==> src/rtl/handshake_sender_pkg.sv <==
// handshake_sender_pkg
//   Constants and types shared by the handshake sender and the opponent's
//   handshake receiver: sync nibble, message codes, frame length, sender
//   state encoding and a frame-builder helper.
package handshake_sender_pkg;

  localparam logic [3:0] HS_SYNC          = 4'b0111;
  localparam logic [3:0] HS_CODE_ACK      = 4'b0101;
  localparam logic [3:0] HS_CODE_GAME_END = 4'b1110;
  localparam int         HS_FRAME_BITS    = 9;

  typedef enum logic [1:0] {
    IDLE  = 2'd0,
    FRAME = 2'd1,
    GAP   = 2'd2
  } hs_tx_state_t;

  // Frame layout, MSB first on the line: sync[3:0], code[3:0], even parity.
  function automatic logic [HS_FRAME_BITS-1:0] hs_build_frame(
    input logic [3:0] sync,
    input logic [3:0] code
  );
    return {sync, code, ^code};
  endfunction

endpackage

==> src/rtl/handshake_sender_if.sv <==
// handshake_sender_if
//   Groups the sender's request inputs and serial-line outputs.
//   master : the serializer (consumes requests, drives the line)
//   slave  : the requesting FSM / line observer
//   Signals: send_ready, send_game_lost (level requests),
//            handshake_out (serial line), tx_busy, frame_sent.
interface handshake_sender_if;
  logic send_ready;
  logic send_game_lost;
  logic handshake_out;
  logic tx_busy;
  logic frame_sent;

  modport master (
    input  send_ready,
    input  send_game_lost,
    output handshake_out,
    output tx_busy,
    output frame_sent
  );

  modport slave (
    output send_ready,
    output send_game_lost,
    input  handshake_out,
    input  tx_busy,
    input  frame_sent
  );
endinterface

==> src/rtl/handshake_sender.sv <==
// handshake_sender
//   Serializes the level requests send_ready / send_game_lost into 9-bit
//   framed codes (sync, code, parity) on handshake_out, repeating with a
//   GAP_CYCLES idle gap while a request is held.
//   Ports:
//     clk    - GPIO clock
//     rst_l  - asynchronous active-low reset
//     hs     - handshake_sender_if.master (requests in; line, tx_busy,
//              frame_sent out; all outputs registered)
module handshake_sender
  import handshake_sender_pkg::*;
#(
  parameter int unsigned GAP_CYCLES   = 8,
  parameter logic [3:0]  SYNC_PATTERN = HS_SYNC
) (
  input  logic                clk,
  input  logic                rst_l,
  handshake_sender_if.master  hs
);

  localparam logic [7:0] GAP_LOAD = 8'(GAP_CYCLES);
  localparam logic [3:0] BIT_LOAD = 4'(HS_FRAME_BITS - 1);

  hs_tx_state_t             state_reg,   state_next;
  logic [HS_FRAME_BITS-1:0] shreg_reg,   shreg_next;
  logic [3:0]               bit_cnt_reg, bit_cnt_next;
  logic [7:0]               gap_cnt_reg, gap_cnt_next;
  logic                     out_reg,     out_next;
  logic                     busy_reg,    busy_next;
  logic                     sent_reg,    sent_next;

  logic                     request;
  logic                     start_frame;
  logic [3:0]               code_sel;
  logic [HS_FRAME_BITS-1:0] frame_word;

  // Game-lost wins when both requests are up.
  assign request    = hs.send_ready | hs.send_game_lost;
  assign code_sel   = hs.send_game_lost ? HS_CODE_GAME_END : HS_CODE_ACK;
  assign frame_word = hs_build_frame(SYNC_PATTERN, code_sel);

  always_ff @(posedge clk or negedge rst_l) begin
    if (!rst_l) begin
      state_reg   <= IDLE;
      shreg_reg   <= '0;
      bit_cnt_reg <= '0;
      gap_cnt_reg <= '0;
      out_reg     <= 1'b0;
      busy_reg    <= 1'b0;
      sent_reg    <= 1'b0;
    end else begin
      state_reg   <= state_next;
      shreg_reg   <= shreg_next;
      bit_cnt_reg <= bit_cnt_next;
      gap_cnt_reg <= gap_cnt_next;
      out_reg     <= out_next;
      busy_reg    <= busy_next;
      sent_reg    <= sent_next;
    end
  end

  always_comb begin
    state_next   = state_reg;
    shreg_next   = shreg_reg;
    bit_cnt_next = bit_cnt_reg;
    gap_cnt_next = gap_cnt_reg;
    out_next     = out_reg;
    busy_next    = busy_reg;
    sent_next    = 1'b0;
    start_frame  = 1'b0;

    unique case (state_reg)
      IDLE: begin
        out_next  = 1'b0;
        busy_next = 1'b0;
        if (request) start_frame = 1'b1;
      end

      FRAME: begin
        if (bit_cnt_reg != 4'd0) begin
          // shreg holds the bits not yet on the line, next one at the top.
          out_next     = shreg_reg[HS_FRAME_BITS-1];
          shreg_next   = shreg_reg << 1;
          bit_cnt_next = bit_cnt_reg - 4'd1;
          sent_next    = (bit_cnt_reg == 4'd1);  // parity goes out next
        end else begin
          out_next     = 1'b0;
          gap_cnt_next = GAP_LOAD;
          state_next   = GAP;
        end
      end

      GAP: begin
        out_next     = 1'b0;
        gap_cnt_next = (gap_cnt_reg != 8'd0) ? gap_cnt_reg - 8'd1 : 8'd0;
        // gap_cnt==1 marks the last gap cycle; the next frame (if any)
        // starts on this edge with no dead cycle.
        if (gap_cnt_reg <= 8'd1) begin
          if (request) begin
            start_frame = 1'b1;
          end else begin
            state_next = IDLE;
            busy_next  = 1'b0;
          end
        end
      end

      default: begin
        state_next = IDLE;
        out_next   = 1'b0;
        busy_next  = 1'b0;
      end
    endcase

    if (start_frame) begin
      out_next     = frame_word[HS_FRAME_BITS-1];
      shreg_next   = frame_word << 1;
      bit_cnt_next = BIT_LOAD;
      busy_next    = 1'b1;
      state_next   = FRAME;
    end
  end

  assign hs.handshake_out = out_reg;
  assign hs.tx_busy       = busy_reg;
  assign hs.frame_sent    = sent_reg;

endmodule
==> src/flat_wrapper.sv <==
// flat-port wrapper written by rule: the top's interface ports become plain ports
module handshake_sender_flat import handshake_sender_pkg::*;
#(
  parameter int unsigned GAP_CYCLES   = 8,
  parameter logic [3:0]  SYNC_PATTERN = HS_SYNC
)
  (clk, rst_l, hs_send_ready, hs_send_game_lost, hs_handshake_out, hs_tx_busy, hs_frame_sent);
  handshake_sender_if hs_i ();
  input  logic clk;
  input  logic rst_l;
  input wire logic [$bits(hs_i.send_ready)-1:0] hs_send_ready;
  input wire logic [$bits(hs_i.send_game_lost)-1:0] hs_send_game_lost;
  output wire logic [$bits(hs_i.handshake_out)-1:0] hs_handshake_out;
  output wire logic [$bits(hs_i.tx_busy)-1:0] hs_tx_busy;
  output wire logic [$bits(hs_i.frame_sent)-1:0] hs_frame_sent;
  assign hs_i.send_ready = hs_send_ready;
  assign hs_i.send_game_lost = hs_send_game_lost;
  assign hs_handshake_out = hs_i.handshake_out;
  assign hs_tx_busy = hs_i.tx_busy;
  assign hs_frame_sent = hs_i.frame_sent;
  handshake_sender #(.GAP_CYCLES(GAP_CYCLES), .SYNC_PATTERN(SYNC_PATTERN)) u_core (.clk(clk), .rst_l(rst_l), .hs(hs_i));
endmodule
==> config.mk <==
export PLATFORM = sky130hd
export DESIGN_NAME = handshake_sender_flat
export DESIGN_NICKNAME = d
export VERILOG_FILES = /design/src/rtl/handshake_sender_pkg.sv /design/src/rtl/handshake_sender_if.sv /design/src/rtl/handshake_sender.sv /design/src/flat_wrapper.sv
export SDC_FILE = /design/constraint.sdc
export NUM_CORES = 1
export LEC_CHECK = 0
export ABC_AREA = 1
export CORE_UTILIZATION = 55
export CTS_CLUSTER_SIZE = 28
export DETAILED_ROUTE_END_ITERATION = 7
export DONT_BUFFER_PORTS = 1
export GPL_TIMING_DRIVEN = 0
export PLACE_DENSITY = 0.79
export SYNTH_ARGS = -nofsm -noshare
export SYNTH_HDL_FRONTEND = slang
export SYNTH_SLANG_ARGS = --single-unit
==> constraint.sdc <==
create_clock -name clk -period 1.6 [get_ports clk]
set_clock_uncertainty 0.1 [all_clocks]
set_input_delay 0.32 -clock clk [delete_from_list [all_inputs] [get_ports clk]]
set_output_delay 0.32 -clock clk [all_outputs]
set_load 0.1 [all_outputs]
# Word level (Yosys, flattened, before mapping)
# Index checks and enable logic that the tools add are counted.
# word_totals
reg_bits	26
in_bits	4
output_inout_bits	3
wordCells	58
# classes
add_sub_neg	2
n_lt_le_gt_ge	1
n_eq_ne	9
n_mux	27
n_bitwise	1
reduce_logical	11
# op_table
cell	count
2-to-1 mux 9 bit	3
2-to-1 mux 4 bit	4
2-to-1 mux 8 bit	2
case mux 8 bit (2 select lines)	1
2-to-1 mux 1 bit	10
<= comparator 8 x 1 -> 1 bit, second input constant	1
2-to-1 mux 2 bit	4
nonzero test 8 bit	1
subtractor 8 x 1 -> 8 bit, second input constant	1
case mux 2 bit (3 select lines)	1
nonzero test 2 bit	3
== test 4 x 1 -> 1 bit, second input constant	1
inequality test 2 x 1 -> 1 bit, second input constant	2
case mux 1 bit (2 select lines)	2
AND reduction 2 bit	2
AND reduction 4 bit	1
nonzero test 4 bit	1
parity 4 bit	1
subtractor 4 x 1 -> 4 bit, second input constant	1
inequality test 3 x 1 -> 1 bit, second input constant	1
inequality test 3 x 2 -> 1 bit, second input constant	1
inequality test 3 bit, second input constant	1
AND reduction 3 bit	1
== test 2 x 1 -> 1 bit, second input constant	1
other kinds (4)	4

# Depth between registers and ports, before layout
# Gate-level depths: netlist of run 1.
# depth
depth_word	6
depth_mapped	10
depth_no_buf	10

# Worst setup path after synthesis of run 1
# No wires, ideal clock.
# synth_path
kind	register to register
startpoint	reg u_core.gap_cnt_reg[0]
endpoint	reg u_core.shreg_reg[7]
setup_time_ns	0.118
t_arrival_ns	1.267
t_required_ns	1.382
slack_ns	0.115
stages_incl_launch_ff	11
path_buffers	0
period_less_slack_ns	1.485
path_cell_list	dfrtp_1 > inv_1 > ha_1 > nor2_1 > nor2_1 > nand2_1 > nand2_2 > nand2_4 > nand2_8 > nor2_2 > nor2_2
# synth_via
elab_chain_cells	5
elab_cells_between_ends	7
cone_classes	order compare: 1; mux: 3; reduce/logical: 3
# synth_rtl
element	line_no	rtl
start, declared	handshake_sender.sv:27	logic [7:0] gap_cnt_reg, gap_cnt_next;
start signal, assigned	handshake_sender.sv:55	gap_cnt_reg <= gap_cnt_next;
<= comparator 8 x 1 -> 1 bit *	handshake_sender.sv:98	if (gap_cnt_reg <= 8'd1) begin
2-to-1 mux 1 bit *	handshake_sender.sv:98	
case mux 1 bit (2 select lines) *	handshake_sender.sv:72	unique case (state_reg)
nonzero test 2 bit (no source line)	-	
AND reduction 2 bit (no source line)	-	
end signal, assigned	handshake_sender.sv:53	shreg_reg <= shreg_next;
end, declared	handshake_sender.sv:25	logic [HS_FRAME_BITS-1:0] shreg_reg, shreg_next;
# Mark *: on every way between the ends. The rest lies on a longest branch, timed or not.
# A chain may end at the register's enable or synchronous reset.

# Worst setup path after layout of run 1
# layout_path
startpoint	reg u_core.gap_cnt_reg[0]
endpoint	reg u_core.shreg_reg[4]
# Same word-level chain as after synthesis.

==> results of run 1 <==
==> what timing repair did <==
item | in CTS | in global routing
endpoints found under the hold margin | 25 | 0
endpoints found under the setup margin | 15 | 17
setup buffers | 1 | 5
gates cloned | 1 | 0
pin swaps | 0 | 7
resized for setup | 7 | 9
hold buffers | 2 | 0
==> routing by layer <==
metal	up-vias	wire, um	GRT usage
met2	11	1221	0.3578
met1	483	1083	0.2559
met5	-	0	0
met3	5	38	0.03636
li1	503	-	-
met4	0	46	0.09722
==> synthesized netlist by cell type <==
| master | n |
|---|---|
| nand2_8 | 1 |
| xor2_1 | 3 |
| dfrtp_1 | 25 |
| nand2_2 | 4 |
| nor2_2 | 9 |
| nand3_1 | 16 |
| o21ai_1 | 1 |
| inv_2 | 8 |
| buf_6 | 1 |
| a31oi_1 | 1 |
| nand2_4 | 2 |
| a21oi_1 | 2 |
| nand2_1 | 29 |
| o21ai_2 | 2 |
| inv_1 | 15 |
| o21ai_0 | 4 |
| nor2_1 | 16 |
| nand3_2 | 2 |
| ha_1 | 6 |
| o22ai_1 | 3 |
| nor3_1 | 2 |
==> critical path, stage by stage, from the launching register on <==
cell and delay, ps:
dfrtp_2 460, inv_4 60, ha_4 150, nor2_1 80, nor2_1 50, nand2_1 90
nand2_2 110, nand2_4 130, nand2_8 90, nor2_2 100, nor2_2 30
==> power by group through the flow <==
stage	Sequential (W)	Combinational (W)	Clock [W]
after floorplan	0.00128	0.00114	0
after global placement	0.00130	0.00130	0
after detailed placement	0.00132	0.00137	0
after CTS	0.00131	0.00143	0.000303
after global routing	0.00136	0.00175	0.000323
final	0.00133	0.00154	0.000291
==> cell families after synthesis <==
kind of cell | after synthesis | share of synthesized area
xor+xnor | 3 | 0.02014
fa+ha+maj | 6 | 0.05752
buf+inv | 24 | 0.07478
simple gates | 81 | 0.3087
flops | 25 | 0.4794
compound gates | 13 | 0.05945
==> final cells by class <==
type | count | area share
sequential | 25 | 0.4183
timing repair buffer | 8 | 0.05809
tap | 28 | 0.02324
inverter | 23 | 0.05892
buffer | 1 | 0.007469
multi-input combinational | 104 | 0.4166
clock buffer | 4 | 0.01743
==> stage by stage <==
| stage | hold WS [ps] | utilization | TNS, ps |
|---|---|---|---|
| 3_5_place_dp | -75.11 | 0.6000 | -272.8 |
| 3_3_place_gp | -75.07 | 0.6000 | -89.48 |
| 2_1_floorplan | -75.59 | - | 0 |
| 6_report | 76.48 | 0.6751 | 0 |
| 5_1_grt | 72.68 | 0.6751 | -268.8 |
| 4_1_cts | 67.60 | 0.6364 | 0 |
==> how the worst min path moves through the flow <==
stage,to,cells past startpoint
2_1_floorplan,u_core.bit_cnt_reg[0],0
3_3_place_gp,u_core.gap_cnt_reg[2],0
3_5_place_dp,u_core.gap_cnt_reg[2],0
4_1_cts,u_core.shreg_reg[1],2
5_1_grt,u_core.shreg_reg[1],2
6_report,u_core.shreg_reg[1],2
==> metrics.md, run 1 <==
| Metric | Value |
|---|---|
| Non-Filler Instances | `193` |
| # setup viols final | `0` |
| Grt ovf | `0` |
| Number of global-route vias before repair | `911` |
| Worst VDD drop | `between 1 and 1.5 mV` |
| CTS root buf | `clkbuf_4` |
| Synthesis warning total | `0` |
| Clock buffer count from CTS | `3` |
| Min-Delay Path Class | `in2reg` |
| Hold Vio Cnt, Final | `0` |
| Placed cell count | `180` |
| Pin count of the biggest net entering global routing | `26` |
| Internal power | `0.001608 W` |
| Crit. Startpoint | `u_core.gap_cnt_reg[0]` |
| Die H | `approximately 51 um` |
| H-tree depth | `1` |
| Worst Setup Slack, final | `~34 ps` |
| Total Power | `0.003162 W` |
| FF-to-FF path depth | `10` |
| CTS Buffer Depth | `2` |
| Synth area leader | `dfrtp_1` |
| Worst-Margin Slew | `around 500 ps` |
| Slew HR | `0.6727` |
| First-pass GRT wire length | `roughly 4000 um` |
| RSZ-0062 raised after global routing | `yes` |
| TritonCTS clock tree | `yes` |
| Area growth syn-to-layout | `15.53%` |
| FMAX | `between 0.6 and 0.7 GHz` |
| Commonest cells after routing, fill and taps aside | `29 x nand2_1, 21 x dfrtp_1, 16 x nor2_1, 15 x nand3_1` |
| Total global-route track usage | `0.2097` |
| Leak Pwr | `approximately 0.75 nW` |
| Arr. time, crit path | `~1700 ps` |
| Psw | `~0.0016 W` |
| Wire per inst | `12.38 um` |
| Commonest non-fill, non-tap cell in the layout | `nand2_1` |
| Register Area | `roughly 630 um^2` |
| Routability cong. | `around 0.80` |
| TritonRoute pass-1 iters | `4` |
| Fin crit period | `approximately 1600 ps` |
| Critical path destination | `u_core.shreg_reg[4]` |
| CORE AREA | `roughly 2200 um^2` |
| Result of the run | `complete, no violations` |
| Reg-to-reg slack, setup | `between 30 and 40 ps` |
| 1st-iter DRT viols | `11` |
| # rows | `17` |
| Layout cells sized above 1 | `0.3152` |
| Comb power frac | `0.489` |
| Cells after Synth | `about 150` |
| Fin. max-slew vios | `0` |
| Worst-path clk slew | `between 100 and 150 ps` |
| I/O Buffers | `0` |
| WL final | `roughly 2400 um` |
| Final nets | `between 150 and 200` |
| Part of the power in registers | `0.419` |
| ANT nets after route | `0` |
| Initial antenna violation count | `0` |
| Syn Std Cell Area | `between 1000 and 1500 um^2` |
| Clk network pwr share | `0.092` |
| Worst r2r dst | `u_core.shreg_reg[4]` |
| Insertion delay of the later-clocked pin in the worst-skew pair | `about 330 ps` |
| Worst setup SP type | `register` |
| Worst path required time | `roughly 1700 ps` |
| Multi-input gate area | `approximately 630 um^2` |
| DP Area | `1340 um^2` |
| Sequential share of the synthesized area | `0.4794` |
| HP Start | `hs_send_game_lost` |
| Ant. Diodes | `0` |
| Sw frac | `0.4917` |
| CP max FO | `7` |
| Net Count, Synth | `~160` |
| Worst r2r src | `u_core.gap_cnt_reg[0]` |
| Worst Setup End Kind | `register` |
| Maximum Capacitance Violations | `0` |
| IO Pins | `7` |
| Starting Density | `0.5843` |
| Clock sinks | `25` |
| Die area | `approximately 2600 um^2` |
| Area contributors post-synth | `dfrtp_1 48%, nand2_1 8.3%, nand3_1 6.1%` |
| Post-synth top area share | `0.4794` |
| Worst setup path class | `reg2reg` |
| Cell area after layout | `approximately 1500 um^2` |
| Synth Register Bits | `25` |
| Drt drc | `0` |
| Pwr per Cell Area | `around 2100 nW/um^2` |
| Vias per cell | `a little over 5` |
| Post-synthesis cell type count | `21` |
| Die X | `just over 50 um` |
| Fin crit share | `0.9788` |
| Filler instances | `about 190` |
| Vias | `1002` |
| Post-DP HPWL | `around 1600 um` |
| Pre-CTS setup slack | `-54.95 ps` |
| Synth Area per Inst | `between 8 and 9 um^2` |
Power figures use the tool's default switching activity.
==> run 2, diff against run 1 <==
ABC_AREA = not set   (was 1)
==> metrics.md, run 2 <==
| Metric | Value |
|---|---|
| Worst path required time | `1700 ps (-30 ps)` |
| CORE AREA | `2042 um^2 (-8.6%)` |
| I/O Buffers | `0 (unchanged)` |
| Net Count, Synth | `122 (-25%)` |
| Worst setup SP type | `register` |
| Fin. max-slew vios | `0 (unchanged)` |
| Ant. Diodes | `0 (unchanged)` |
| Post-DP HPWL | `1645 um (+0.27%)` |
| Post-synth top area share | `0.5040 (+0.02465)` |
| Cell area after layout | `1709 um^2 (+13%)` |
| Synthesis warning total | `0 (unchanged)` |
| DP Area | `1309 um^2 (-2.3%)` |
| Synth Area in Compound Gates | `0.1875 (+0.1281)` |
| Worst r2r src | `u_core.gap_cnt_reg[5]` |
| Min-Delay Path Class | `in2async` |
| RSZ-0062 raised after global routing | `yes` |
| Largest family of logic cells by synthesized area | `compound AO/OA/AOI/OAI gates` |
| Worst r2r dst | `u_core.shreg_reg[5]` |
| WL final | `3771 um (+58%)` |
| Initial antenna violation count | `0 (unchanged)` |
| Slowest CP cell | `dfrtp_1` |
| Ys async rst share | `1.000 (unchanged)` |
| XOR/XNOR Fraction of Synth Area | `0.02117 (+0.001035)` |
| TritonRoute pass-1 iters | `4 (unchanged)` |
| CP delay by family, top | `compound AO/OA/AOI/OAI gates` |
| Routability cong. | `0.8117 (+1.9%)` |
| Hold Vio Cnt, Final | `0 (unchanged)` |
| Die H | `49.51 um (-2.4%)` |
| FMAX | `0.5472 GHz (-14%)` |
| Synth area leader | `dfrtp_1` |
| Failing checks | `negative setup slack` |
| Final nets | `153 (-13%)` |
| Clock sinks | `25 (unchanged)` |
| Clock buffer count from CTS | `3 (unchanged)` |
| Vias | `1083 (+8.1%)` |
| Worst Setup End Kind | `register` |
| First-pass GRT wire length | `5354 um (+38%)` |
| Met1 Use GR | `0.3780 (+0.1222)` |
| Worst setup path class | `reg2reg` |
| Reg-to-reg slack, setup | `-230 ps (-260 ps)` |
| Worst-Margin Slew | `1105 ps (+614.3 ps)` |
| Post-synthesis cell type count | `40 (+90%)` |
| GRT Max-Usage Layer | `met2` |
| Number of global-route vias before repair | `1106 (+21%)` |
| H-tree depth | `1 (unchanged)` |
| WP buf/inv | `1 (unchanged)` |
| Total global-route track usage | `0.2961 (+0.08647)` |
| Wire per inst | `22.31 um (+80%)` |
| Result of the run | `finished with violations` |
| Crit-path cells | `nor4_4, buf_4, a31oi_4, o21a_4, a221o_1` |
| Area growth syn-to-layout | `37.70%` |
| Mux cell area share after synthesis | `0.03327 (+0.03327)` |
| CP max FO | `5 (-2)` |
| Top FF cell, synth | `dfrtp_1` |
| Die area | `2451 um^2 (-4.7%)` |
| Starting Density | `0.6078 (+0.02353)` |
| Arr. time, crit path | `1930 ps (+230 ps)` |
| CTS root buf | `clkbuf_4` |
| M2 GR Usage | `0.4749 (+0.1171)` |
| Die X | `49.51 um (-2.4%)` |
| Drt drc | `0 (unchanged)` |
| Synth Area per Inst | `11.08 um^2 (+29%)` |
| Commonest non-fill, non-tap cell in the layout | `buf_4` |
| CTS Buffer Depth | `2 (unchanged)` |
| Fin crit period | `1827 ps (+261.4 ps)` |
| Vias per cell | `6.408 (+23%)` |
| Slew HR | `0.2631 (-0.4095)` |
| Worst Setup Slack, final | `-227.4 ps (-261.4 ps)` |
| ANT nets after route | `0 (unchanged)` |
| 1st-iter DRT viols | `40 (+29)` |
| Area contributors post-synth | `dfrtp_1 50%, ha_1 6.0%, a21oi_1 3.6%` |
| IO Pins | `7 (unchanged)` |
| Cells after Synth | `112 (-26%)` |
| EDFF count, synth | `0 (unchanged)` |
| Grt ovf | `0 (unchanged)` |
| Commonest cells after routing, fill and taps aside | `21 x buf_4, 18 x dfrtp_1, 7 x dfrtp_2, 6 x nand2_1` |
| Syn Std Cell Area | `1241 um^2 (-4.9%)` |
| Met3 usage | `0.05864 (+0.02228)` |
| # setup viols final | `21 (+21)` |
| # rows | `16 (-1)` |
| FF-to-FF path depth | `5 (-5)` |
| Sequential share of the synthesized area | `0.5040 (+0.02465)` |
| Post-synth top cells | `25 x dfrtp_1, 9 x a21oi_1, 8 x inv_1` |
| Adder-cell share of the synthesized area | `0.06048 (+0.002958)` |
| Insertion delay of the later-clocked pin in the worst-skew pair | `310 ps (-20 ps)` |
| Maximum Capacitance Violations | `0 (unchanged)` |
| Fin crit share | `1.142 (+0.1634)` |
| Worst-path clk slew | `140 ps (about the same)` |
| Synth Area in Simple Gates | `0.1623 (-0.1464)` |
| Max stage delay on crit path | `450 ps (about the same)` |
| Layout cells sized above 1 | `0.4859 (+0.1708)` |
| Pin count of the biggest net entering global routing | `26 (unchanged)` |
| Synth Register Bits | `25 (unchanged)` |
| Total negative setup slack | `-2873 ps (-2873 ps)` |
| Most frequent cell after synthesis | `dfrtp_1` |
| TritonCTS clock tree | `yes` |
==> run 2: through the flow <==
stage / util / std cells / hold WS, ps / setup WS [ps]
6_report: 0.8370 / 169 / 170.4 / -227.4
2_1_floorplan: - / 112 / -75.59 / -111.2
5_1_grt: 0.8370 / 169 / 238.5 / -282.8
3_5_place_dp: 0.6409 / 139 / -75.15 / -257.5
4_1_cts: 0.7831 / 160 / 206.5 / -176.4
3_3_place_gp: 0.6409 / 139 / -75.18 / -208.0
==> run 2: kinds of logic (layout without fill, tap and decap cells) <==
kind of cell / Yosys count / after routing
mux: 4 / 4
buf+inv: 10 / 40
flops: 25 / 25
simple gates: 33 / 33
xor+xnor: 3 / 3
fa+ha+maj: 6 / 6
compound gates: 31 / 31
==> run 2: cell type report <==
cell class / instances / area (um^2)
multi-input combinational: 77 / 752.0
sequential: 25 / 634.4
fill: 98 / 332.8
timing repair buffer: 26 / 215.2
inverter: 9 / 36.28
tap: 27 / 33.78
clock buffer: 4 / 26.28
buffer: 1 / 11.26
==> run 2: metal layers <==
metal	share of wire	routed length (um)
met4	0.051	191
met2	0.47	1785
met3	0.053	200
met5	0	0
met1	0.42	1594
==> run 2: worst max path at each step <==
| stage | start | end | slack [ps] | cells after the start |
|---|---|---|---|---|
| floorplan | u_core.bit_cnt_reg[0] | u_core.shreg_reg[4] | -110 | 7 |
| global placement | u_core.bit_cnt_reg[0] | u_core.shreg_reg[4] | -210 | 7 |
| detailed placement | u_core.bit_cnt_reg[0] | u_core.shreg_reg[6] | -260 | 7 |
| CTS | u_core.bit_cnt_reg[1] | u_core.shreg_reg[5] | -180 | 5 |
| global route | u_core.gap_cnt_reg[5] | u_core.shreg_reg[5] | -280 | 5 |
| finish | u_core.gap_cnt_reg[5] | u_core.shreg_reg[5] | -230 | 5 |
==> run 2: repair_timing <==
action                     CTS  global route
hold endpoints to repair    25             0
hold buffers                 1             0
gates cloned                 2             0
setup buffers               14             9
setup endpoints to repair   25            49
resized for setup           37            11
pin swaps                   12            15
Power of run 2 is left out: the tool's default activity adds up to more than one toggle a clock period on the data nets, which glitch-free logic cannot reach.
